<file path="src/rtl/decode_ctrl_pipe.sv">
// RV32IM main decoder feeding a registered ID/EX control stage, with a small
// IDLE/BUSY sequencer that holds ID while a multi-cycle multiply/divide occupies EX.
module decode_ctrl_pipe #(
  parameter bit          ENABLE_M   = 1'b1,
  parameter int unsigned MUL_CYCLES = 1,
  parameter int unsigned DIV_CYCLES = 33
) (
  input  logic        clk,
  input  logic        rst_n,
  input  logic        instr_valid_i,
  input  logic [31:0] instr_i,
  input  logic        stall_i,
  input  logic        flush_i,
  output logic        id_stall_o,
  output logic        ex_valid_o,
  output logic        ex_illegal_o,
  output logic        ex_reg_write_o,
  output logic [4:0]  ex_alu_control_o,
  output logic        ex_alu_src_a_o,
  output logic        ex_alu_src_b_o,
  output logic        ex_mem_write_o,
  output logic [1:0]  ex_result_src_o,
  output logic        ex_branch_o,
  output logic [2:0]  ex_branch_type_o,
  output logic [1:0]  ex_jump_o,
  output logic [2:0]  ex_imm_src_o,
  output logic [2:0]  ex_addr_ctrl_o
);

  typedef struct packed {
    logic       valid;
    logic       illegal;
    logic       reg_write;
    logic [4:0] alu_control;
    logic       alu_src_a;
    logic       alu_src_b;
    logic       mem_write;
    logic [1:0] result_src;
    logic       branch;
    logic [2:0] branch_type;
    logic [1:0] jump;
    logic [2:0] imm_src;
    logic [2:0] addr_ctrl;
  } ctrl_t;

  typedef enum logic {IDLE, BUSY} state_t;

  localparam logic [4:0] ALU_ADD = 5'b00000, ALU_SUB = 5'b00001, ALU_AND = 5'b00010,
                         ALU_OR  = 5'b00011, ALU_XOR = 5'b00100, ALU_SLL = 5'b00101,
                         ALU_SRL = 5'b00110, ALU_SRA = 5'b00111, ALU_SLT = 5'b01000,
                         ALU_SLTU = 5'b01001, ALU_LUI = 5'b01111;
  localparam logic [5:0] MUL_N = 6'(MUL_CYCLES);
  localparam logic [5:0] DIV_N = 6'(DIV_CYCLES);

  // Shared by R-type and OP-IMM; alt selects sub/sra where funct7 asks for it.
  function automatic logic [4:0] alu_op(input logic [2:0] f3, input logic alt);
    case (f3)
      3'b000:  alu_op = alt ? ALU_SUB : ALU_ADD;
      3'b001:  alu_op = ALU_SLL;
      3'b010:  alu_op = ALU_SLT;
      3'b011:  alu_op = ALU_SLTU;
      3'b100:  alu_op = ALU_XOR;
      3'b101:  alu_op = alt ? ALU_SRA : ALU_SRL;
      3'b110:  alu_op = ALU_OR;
      default: alu_op = ALU_AND;
    endcase
  endfunction

  logic [6:0] opcode, f7;
  logic [2:0] f3;
  logic       legal, m_op;
  logic [5:0] n_cycles;
  ctrl_t      dec, ex_q, ex_n;
  state_t     state_q, state_n;
  logic [5:0] cnt_q, cnt_n;
  logic       unused_bits;

  assign opcode      = instr_i[6:0];
  assign f3          = instr_i[14:12];
  assign f7          = instr_i[31:25];
  assign unused_bits = ^{instr_i[24:15], instr_i[11:7]};

  always_comb begin
    // NOTE: every field gets a default before the case so no path infers a latch.
    dec   = '0;
    legal = 1'b1;
    case (opcode)
      7'b0110011: begin
        dec.reg_write = 1'b1;
        case (f7)
          7'b0000000: dec.alu_control = alu_op(f3, 1'b0);
          7'b0100000: begin
            legal           = (f3 == 3'b000) || (f3 == 3'b101);
            dec.alu_control = alu_op(f3, 1'b1);
          end
          7'b0000001: begin
            legal           = ENABLE_M;
            dec.alu_control = {2'b10, f3};
          end
          default:    legal = 1'b0;
        endcase
      end
      7'b0010011: begin
        dec.reg_write   = 1'b1;
        dec.alu_src_b   = 1'b1;
        dec.alu_control = alu_op(f3, (f3 == 3'b101) && f7[5]);
        if (f3 == 3'b001)      legal = (f7 == 7'b0000000);
        else if (f3 == 3'b101) legal = (f7 == 7'b0000000) || (f7 == 7'b0100000);
      end
      7'b0000011: begin
        dec.reg_write  = 1'b1;
        dec.alu_src_b  = 1'b1;
        dec.result_src = 2'b01;
        dec.addr_ctrl  = f3;
        legal          = (f3 != 3'b011) && (f3 [2:1] != 2'b11);
      end
      7'b0100011: begin
        dec.mem_write = 1'b1;
        dec.alu_src_b = 1'b1;
        dec.imm_src   = 3'b001;
        dec.addr_ctrl = f3;
        legal         = (f3[2] == 1'b0) && (f3 != 3'b011);
      end
      7'b1100011: begin
        dec.branch      = 1'b1;
        dec.imm_src     = 3'b010;
        dec.branch_type = f3;
        legal           = (f3[2:1] != 2'b01);
        dec.alu_control = !f3[2] ? ALU_SUB : (f3[1] ? ALU_SLTU : ALU_SLT);
      end
      7'b1101111: begin
        dec.reg_write  = 1'b1;
        dec.result_src = 2'b10;
        dec.imm_src    = 3'b011;
        dec.jump       = 2'b01;
      end
      7'b1100111: begin
        dec.reg_write  = 1'b1;
        dec.alu_src_b  = 1'b1;
        dec.result_src = 2'b10;
        dec.jump       = 2'b10;
        legal          = (f3 == 3'b000);
      end
      7'b0110111: begin
        dec.reg_write   = 1'b1;
        dec.alu_src_b   = 1'b1;
        dec.imm_src     = 3'b100;
        dec.alu_control = ALU_LUI;
      end
      7'b0010111: begin
        dec.reg_write = 1'b1;
        dec.alu_src_a = 1'b1;
        dec.alu_src_b = 1'b1;
        dec.imm_src   = 3'b100;
      end
      default: legal = 1'b0;
    endcase
    if (!legal) begin
      dec         = '0;
      dec.illegal = 1'b1;
    end else begin
      dec.valid = 1'b1;
    end
  end

  assign m_op       = dec.valid && (opcode == 7'b0110011) && (f7 == 7'b0000001);
  assign n_cycles   = f3[2] ? DIV_N : MUL_N;
  assign id_stall_o = stall_i || (state_q == BUSY);

  always_comb begin
    state_n = state_q;
    cnt_n   = cnt_q;
    ex_n    = ex_q;
    if (flush_i) begin
      ex_n    = '0;
      state_n = IDLE;
      cnt_n   = '0;
    end else if (id_stall_o) begin
      // The busy countdown keeps running even while stall_i also holds ID.
      if (state_q == BUSY) begin
        if (cnt_q == '0) state_n = IDLE;
        else             cnt_n   = cnt_q - 6'd1;
      end
    end else begin
      ex_n = instr_valid_i ? dec : '0;
      if (instr_valid_i && m_op && (n_cycles > 6'd1)) begin
        state_n = BUSY;
        cnt_n   = n_cycles - 6'd2;
      end
    end
  end

  always_ff @(posedge clk or negedge rst_n) begin
    // NOTE: sequential state uses non-blocking assignment so all registers update together.
    if (!rst_n) begin
      state_q <= IDLE;
      cnt_q   <= '0;
      ex_q    <= '0;
    end else begin
      state_q <= state_n;
      cnt_q   <= cnt_n;
      ex_q    <= ex_n;
    end
  end

  assign ex_valid_o       = ex_q.valid;
  assign ex_illegal_o     = ex_q.illegal;
  assign ex_reg_write_o   = ex_q.reg_write;
  assign ex_alu_control_o = ex_q.alu_control;
  assign ex_alu_src_a_o   = ex_q.alu_src_a;
  assign ex_alu_src_b_o   = ex_q.alu_src_b;
  assign ex_mem_write_o   = ex_q.mem_write;
  assign ex_result_src_o  = ex_q.result_src;
  assign ex_branch_o      = ex_q.branch;
  assign ex_branch_type_o = ex_q.branch_type;
  assign ex_jump_o        = ex_q.jump;
  assign ex_imm_src_o     = ex_q.imm_src;
  assign ex_addr_ctrl_o   = ex_q.addr_ctrl;

endmodule
</file>
<file path="config.mk">
export PLATFORM = sky130hd
export DESIGN_NAME = decode_ctrl_pipe
export DESIGN_NICKNAME = d
export VERILOG_FILES = /design/src/rtl/decode_ctrl_pipe.sv
export SDC_FILE = /design/constraint.sdc
export NUM_CORES = 1
export LEC_CHECK = 0
export BUFFER_PORTS_ARGS = -buffer_cell sky130_fd_sc_hd__buf_2
export CORE_UTILIZATION = 35
export DETAILED_ROUTE_END_ITERATION = 16
export SLEW_MARGIN = 0
export SYNTH_ARGS = -nofsm -noshare
export SYNTH_HDL_FRONTEND = slang
export SYNTH_SLANG_ARGS = --single-unit
</file>
<file path="constraint.sdc">
create_clock -name clk -period 3.7 [get_ports clk]
set_input_delay 1.11 -clock clk [delete_from_list [all_inputs] [get_ports clk]]
set_output_delay 1.11 -clock clk [all_outputs]
set_load 0.01 [all_outputs]
</file>
==> impl_metrics.env, run 1 <==
export IMPL_status="complete, no violations"
export IMPL_startpoint_type="input port"
export IMPL_timing_fmax_ghz=0.323
export IMPL_htree_levels=2
export IMPL_setup_tns_ns=0
export IMPL_cap_violations=0
export IMPL_cts_hold_buf=0
export IMPL_dp_hpwl_um=3450
export IMPL_drc=0
export IMPL_firstDrtPassIters=4
export IMPL_core_area_mm2=0.00520
export IMPL_maxSlewHeadroom=0.206
export IMPL_synthArstFlopShare=1.00
export IMPL_wirelength_um=4660
export IMPL_skew_ns=0.00313
export IMPL_gp_congestion=0.804
export IMPL_syn_inst=229
export IMPL_grt_pass1_wl_um=7980
export IMPL_drtIter0Drc=67
export IMPL_worst_pin_slew_ns=1.18
export IMPL_detail_route_antenna_nets=0
export IMPL_routed_via_density=5.16
export IMPL_yosysTopAreaCell="dfrtp_1"
export IMPL_pwr_share_comb=0.112
export IMPL_rsz0062_at_grt="false"
export IMPL_power_uw=706
export IMPL_final_common_cell="nand2_1"
export IMPL_final_nets=314
export IMPL_synth_cell_type_count=49
export IMPL_die_y_um=76.4
export IMPL_synth_area_mm2=0.00194
export IMPL_hp_class="flop to flop"
export IMPL_critPathLaunch="instr_i[5]"
export IMPL_end_kind="flop"
export IMPL_clock_sinks=32
export IMPL_cts_root_buf="clkbuf_8"
export IMPL_synth_edf_count=0
export IMPL_die_width_um=76.4
export IMPL_crit_slowest_cell="o31ai_2"
export IMPL_p_leak_uw=0.00104
export IMPL_power_density_mw_per_mm2=302
export IMPL_synth_seq_cells=32
export IMPL_avgSynthCellArea_um2=8.46
export IMPL_hp_start="ex_valid_o"
export IMPL_synth_top_area_share=0.413
export IMPL_finalSetupViolCount=0
export IMPL_hold_viol=0
export IMPL_grt_max_degree=33
export IMPL_p_int_uw=528
export IMPL_timing_rr_start="state_q"
export IMPL_antenna_found_initial=0
export IMPL_min_period_ns=3.10
export IMPL_cts_tree="done"
export IMPL_clkLatencyLatePin_ns=0.28
export IMPL_synth_nets=268
export IMPL_ys_warn_count=0
export IMPL_post_cts_resize_count=0
export IMPL_netlist_top_cells_area="dfrtp_1 41%, nand2_1 10%, o21ai_1 5.2%"
export IMPL_area_delta_synth_final_pct=20.7
export IMPL_crit_path_max_fanout=21
export IMPL_swShare=0.251
export IMPL_die_area_mm2=0.00584
export IMPL_grt_overflow=0
export IMPL_cts_buffer_depth=2
export IMPL_io_pins=63
export IMPL_power_switching_uw=177
export IMPL_fin_crit_sh=0.838
export IMPL_cp_slowest_stage_delay_ns=1.00
export IMPL_timing_hold_ws_ns=0.471
export IMPL_final_cell_mix="52 x nand2_1, 47 x buf_2, 32 x dfrtp_1, 20 x o21ai_1, 16 x nor2_1"
export IMPL_pwr_share_seq=0.498
export IMPL_ys_flop_type="dfrtp_1"
export IMPL_numCtsBuffers=5
export IMPL_p_clk_frac=0.390
export IMPL_crit_path_cell_trace="buf_2 -> and3b_1 -> nand3_1 -> a21oi_1 -> o31ai_2 -> buf_4 -> o21ai_1"
export IMPL_portBuffers=47
export IMPL_wire_per_inst_um=13.5
export IMPL_dpl_cell_area_mm2=0.00225
export IMPL_grt_total_usage=0.173
export IMPL_worstPathRequired_ns=3.87
export IMPL_clkTransAtPathRegs_ns=0.06
export IMPL_rows=26
export IMPL_slew_viol_final=0
export IMPL_ir_drop_uv=121
export IMPL_vias=1787
export IMPL_fillers=559
export IMPL_postCtsSetupBuffers=0
export IMPL_yosysSeqAreaShare=0.413
export IMPL_worstSetupPathType="input port to flop"
export IMPL_n_antenna_cell=0
export IMPL_worstPathArrival_ns=3.27
export IMPL_fin_area_mm2=0.00234
export IMPL_grt_pass1_vias=1625
export IMPL_drive_gt1_frac=0.243
export IMPL_initial_core_util=0.372
## critical path, delay by kind of cell
family / cells / cell delay [ns]
AO/OA/AOI/OAI: 3 / 1.18
buffers and inverters: 2 / 0.53
AND/OR/NAND/NOR: 2 / 0.43
## per-stage QoR
step | std cells | setup slack, ns | util
2_1_floorplan | 229 | 0.985 | -
5_1_grt | 346 | 0.409 | 0.449
4_1_cts | 346 | 0.574 | 0.449
3_5_place_dp | 338 | 0.298 | 0.432
3_3_place_gp | 338 | 0.262 | 0.432
6_report | 346 | 0.600 | 0.449
## metal layers
layer | GRT usage | routed length [um] | up-vias
met5 | 0 | 0 | -
met4 | 0.0692 | 79 | 0
met2 | 0.262 | 2060 | 35
met1 | 0.237 | 2350 | 842
met3 | 0.0383 | 170 | 6
li1 | - | - | 904
## cells in the mapped netlist, types with 2 or more instances
| cell type | count |
|---|---|
| nor2b_1 | 4 |
| inv_1 | 6 |
| o31ai_1 | 3 |
| a31o_1 | 2 |
| a22o_1 | 3 |
| o21ai_1 | 20 |
| clkbuf_1 | 10 |
| and2_1 | 2 |
| nor2_1 | 16 |
| o21ai_0 | 6 |
| a31oi_1 | 2 |
| and4_1 | 2 |
| a21oi_1 | 7 |
| nand2b_1 | 6 |
| a32o_1 | 2 |
| buf_2 | 2 |
| nand2_1 | 52 |
| dfrtp_1 | 32 |
| nor4_1 | 2 |
| nand3b_1 | 6 |
| o31ai_4 | 2 |
| or3_1 | 4 |
| nor3_1 | 8 |
| ha_1 | 2 |
| o21a_1 | 2 |
| o41ai_1 | 3 |
## logic make-up after synthesis
family | count (synthesis) | synth area share
AOI/OAI and AO/OA | 63 | 0.230
xor gates and xnor gates | 1 | 0.00452
adders and majority gates | 2 | 0.0129
buffers and inverters | 22 | 0.0497
DFF | 32 | 0.413
muxes | 1 | 0.00516
and+or+nand+nor | 108 | 0.285
## power groups by stage
stage / Clock, uW / Combinational [uW] / Sequential (uW)
floorplan: 0 / 43.8 / 358
global placement: 0 / 79.4 / 358
detailed placement: 0 / 79.5 / 358
CTS: 283 / 79.7 / 351
global route: 304 / 88.7 / 351
finish: 275 / 79.3 / 351
## registers in the layout, summed over array words and instances, names as in the netlist, 2 cells and up
signal / cells
ex_jump_o: 2
ex_branch_type_o: 3
cnt_q: 6
ex_addr_ctrl_o: 3
ex_result_src_o: 2
ex_imm_src_o: 3
ex_alu_control_o: 5
## cell type report
class,count,area [um2],share of cell area
inverters,7,26.3,0.0112
flip-flops and latches,32,801,0.342
well taps,70,87.6,0.0375
clock buffers,8,90.1,0.0385
repair buffers,54,288,0.123
multi-input cells,175,1050,0.447
## path summary, 6_finish.rpt
check	cells after the start	end	slack (ns)
worst max-delay path	7	ex_alu_control_o[1]	0.60
worst min-delay path	2	ex_valid_o	0.47
worst max register to register	7	ex_alu_control_o[1]	1.88
worst min register to register	2	ex_valid_o	0.47
max in group asynchronous	1	ex_result_src_o[0]	2.37
min in group asynchronous	1	cnt_q[2]	0.87
Note: power is estimated with default switching activity, not from simulation.
==> inputs of run 2 (changes only) <==
--- a/config.mk
+++ b/config.mk
@@ -5,6 +5,7 @@
 export SDC_FILE = /design/constraint.sdc
 export NUM_CORES = 1
 export LEC_CHECK = 0
+export ABC_AREA = 1
 export BUFFER_PORTS_ARGS = -buffer_cell sky130_fd_sc_hd__buf_2
 export CORE_UTILIZATION = 35
 export DETAILED_ROUTE_END_ITERATION = 16
==> constraint.sdc (replaced) <==
create_clock -name clk -period 3 [get_ports clk]
set_input_delay 0.9 -clock clk [delete_from_list [all_inputs] [get_ports clk]]
set_output_delay 0.9 -clock clk [all_outputs]
set_load 0.01 [all_outputs]
==> run 2 against run 1 <==
Compared with the run above:
- sequential share of layout area fell by 0.96 points
- highest routed layer unchanged
- wire length rose by 0.60%
- clock-buffer cell count fell by 3
- critical path type unchanged
- via count rose by 7.5%
- register-to-register slack got worse by 0.64 ns
- non-clock buffer count fell by 5
- first-iteration DRC count rose by 42%
- sequential power rose by 36%
- synthesized cell count rose by 25%
- core utilization fell by 1.2 points
- combinational power rose by 140%
- clock skew rose by 0.00066 ns
==> impl_metrics.env, run 2 <==
export IMPL_detail_route_antenna_nets=0
export IMPL_drive_gt1_frac=0.281
export IMPL_grt_overflow=0
export IMPL_final_cell_mix="91 x nand2_1, 47 x buf_2, 32 x dfrtp_1, 27 x inv_1, 23 x nand3_1"
export IMPL_clock_sinks=32
export IMPL_rsz0062_at_grt="false"
export IMPL_crit_path_cell_trace="buf_2 -> inv_2 -> nand2_1 -> nor2_2 -> nand2_2 -> clkinv_2 -> nand3_2 -> o21ai_2 -> nand2_1 -> nand2_1 -> o21ai_2"
export IMPL_timing_rr_start="cnt_q[0]"
export IMPL_numCtsBuffers=5
export IMPL_netlist_top_cells_area="dfrtp_1 40%, nand2_1 17%, nand3_1 5.7%"
export IMPL_synth_area_mm2=0.00201
export IMPL_worst_r2r_setup_slack_ns=1.24
export IMPL_p_leak_uw=0.00133
export IMPL_largest_register_ffs=6
export IMPL_synthArstFlopShare=1.00
export IMPL_cap_violations=0
export IMPL_worstPathRequired_ns=3.15
export IMPL_skew_ns=0.00379
export IMPL_core_area_mm2=0.00551
export IMPL_cts_root_buf="clkbuf_8"
export IMPL_die_y_um=77.8
export IMPL_slew_viol_final=0
export IMPL_area_delta_synth_final_pct=19.7
export IMPL_grt_max_degree=33
export IMPL_clkTransAtPathRegs_ns=0.07
export IMPL_io_pins=63
export IMPL_critPathMostFrequentCell="nand2_1"
export IMPL_final_nets=373
export IMPL_r2r_end="cnt_q[0]"
export IMPL_crit_path_end="cnt_q[0]"
export IMPL_cp_slowest_stage_delay_ns=0.36
export IMPL_yosysSeqAreaShare=0.399
export IMPL_firstDrtPassIters=4
export IMPL_yosysMostFrequentCell="nand2_1"
export IMPL_ys_warn_count=0
export IMPL_status="complete, no violations"
export IMPL_synth_edf_count=0
export IMPL_hp_class="flop to flop"
export IMPL_min_period_ns=2.42
export IMPL_wirelength_um=4690
export IMPL_drtIter0Drc=95
export IMPL_htree_levels=2
export IMPL_regMostFlops="cnt_q"
export IMPL_avgSynthCellArea_um2=7.03
export IMPL_vias=1921
export IMPL_synth_top_area_share=0.399
export IMPL_critPathLaunch="instr_i[3]"
export IMPL_timing_fmax_ghz=0.414
export IMPL_dp_hpwl_um=3580
export IMPL_grt_pass1_vias=1715
export IMPL_die_width_um=77.8
export IMPL_startpoint_type="input port"
export IMPL_fin_crit_sh=0.806
export IMPL_synth_cell_type_count=26
export IMPL_antenna_found_initial=0
export IMPL_drc=0
export IMPL_worst_pin_slew_ns=0.693
export IMPL_syn_inst=286
export IMPL_initial_core_util=0.365
export IMPL_synth_seq_cells=32
export IMPL_final_util=0.437
export IMPL_crit_path_max_fanout=11
export IMPL_setup_tns_ns=0
export IMPL_finalSetupViolCount=0
export IMPL_die_area_mm2=0.00605
export IMPL_synthTopCellsByCount="91 x nand2_1, 32 x dfrtp_1, 27 x inv_1, 23 x nand3_1, 21 x nor2_1"
export IMPL_ir_drop_uv=272
export IMPL_grt_total_usage=0.170
export IMPL_rows=27
export IMPL_maxSlewHeadroom=0.538
export IMPL_synth_nets=325
export IMPL_worstSetupPathType="input port to flop"
export IMPL_hold_viol=0
export IMPL_postCtsSetupBuffers=0
export IMPL_n_antenna_cell=0
export IMPL_routed_via_density=4.72
export IMPL_clkLatencyLatePin_ns=0.28
export IMPL_final_common_cell="nand2_1"
export IMPL_r2r_worst_path_cells=8
export IMPL_post_cts_resize_count=0
export IMPL_cts_hold_buf=0
export IMPL_cts_tree="done"
export IMPL_end_kind="flop"
export IMPL_grt_pass1_wl_um=8050
export IMPL_worstPathArrival_ns=2.57
export IMPL_gp_congestion=0.883
export IMPL_portBuffers=47
export IMPL_yosysTopAreaCell="dfrtp_1"
export IMPL_ys_flop_type="dfrtp_1"
export IMPL_cts_buffer_depth=2
export IMPL_wire_per_inst_um=11.5
export IMPL_power_density_mw_per_mm2=447
export IMPL_crit_slowest_cell="nor2_2"
-- run 2: changes by cell type in the layout (fill, tap and decap cells not counted), sizes merged, moves of 4 or more --
cell | previous run | this run
nand2 | 52 | 99
inv | 6 | 34
nand3 | 1 | 28
nor2 | 16 | 31
nand2b | 6 | 0
nand4 | 0 | 6
buf | 54 | 49
nand3b | 6 | 1
nor2b | 4 | 0
nor3 | 8 | 4
o31ai | 5 | 1
or3 | 4 | 0
-- run 2: cell type report --
type / count / area [um2]
timing repair buffer: 49 / 250
clock inverter: 3 / 42.5
fill: 590 / 3100
multi-input combinational: 211 / 1020
inverter: 35 / 133
sequential: 32 / 801
clock buffer: 5 / 68.8
tap: 72 / 90.1
-- run 2: worst min-delay path by stage --
stage,start,endpoint,slack [ns],depth (start not counted)
after floorplan,cnt_q[5],cnt_q[5],0.45,2
after global placement,ex_valid_o,ex_valid_o,0.46,2
after detailed placement,ex_branch_o,ex_branch_o,0.46,2
after CTS,ex_branch_o,ex_branch_o,0.48,2
after global routing,ex_branch_o,ex_branch_o,0.49,2
final,ex_branch_o,ex_branch_o,0.47,2
-- run 2: where the power goes --
part / switching, uW / internal (uW) / total [uW] / leakage (uW)
Combinational: 126 / 66.9 / 193 / 0.000842
Clock: 161 / 246 / 407 / 0.0000541
Sequential: 22.4 / 454 / 476 / 0.000438
-- run 2: logic make-up (layout without fill, tap and decap cells) --
family,after synthesis,count (layout),share of synthesized area
compound gates,39,39,0.110
flops,32,32,0.399
fa+ha+maj,2,2,0.0125
buf+inv,43,92,0.0934
simple gates,170,170,0.385
-- run 2: metal layers --
| layer | vias up | part of all wire | track usage |
|---|---|---|---|
| met1 | 861 | 0.50 | 0.236 |
| met3 | 2 | 0.041 | 0.0353 |
| li1 | 1013 | - | - |
| met2 | 45 | 0.45 | 0.264 |
| met5 | - | 0 | 0 |
| met4 | 0 | 0.0073 | 0.0509 |
-- run 2: stage by stage --
| step | std cells | hold WS, ns | setup WS [ns] | instance area [um2] | total power, uW |
|---|---|---|---|---|---|
| finish | 407 | 0.475 | 0.582 | 2410 | 1080 |
| global route | 407 | 0.490 | 0.330 | 2410 | 1140 |
| CTS | 407 | 0.480 | 0.597 | 2410 | 1090 |
| detailed placement | 399 | 0.460 | 0.311 | 2290 | 676 |
| global placement | 399 | 0.460 | 0.308 | 2290 | 674 |
| floorplan | 286 | 0.449 | 0.971 | 2010 | 620 |
-- run 2: worst max-delay path: cells and delay by family --
family,cells,cell delay (ns)
compound gates,2,0.23
simple gates,6,1.16
buf+inv,3,0.27
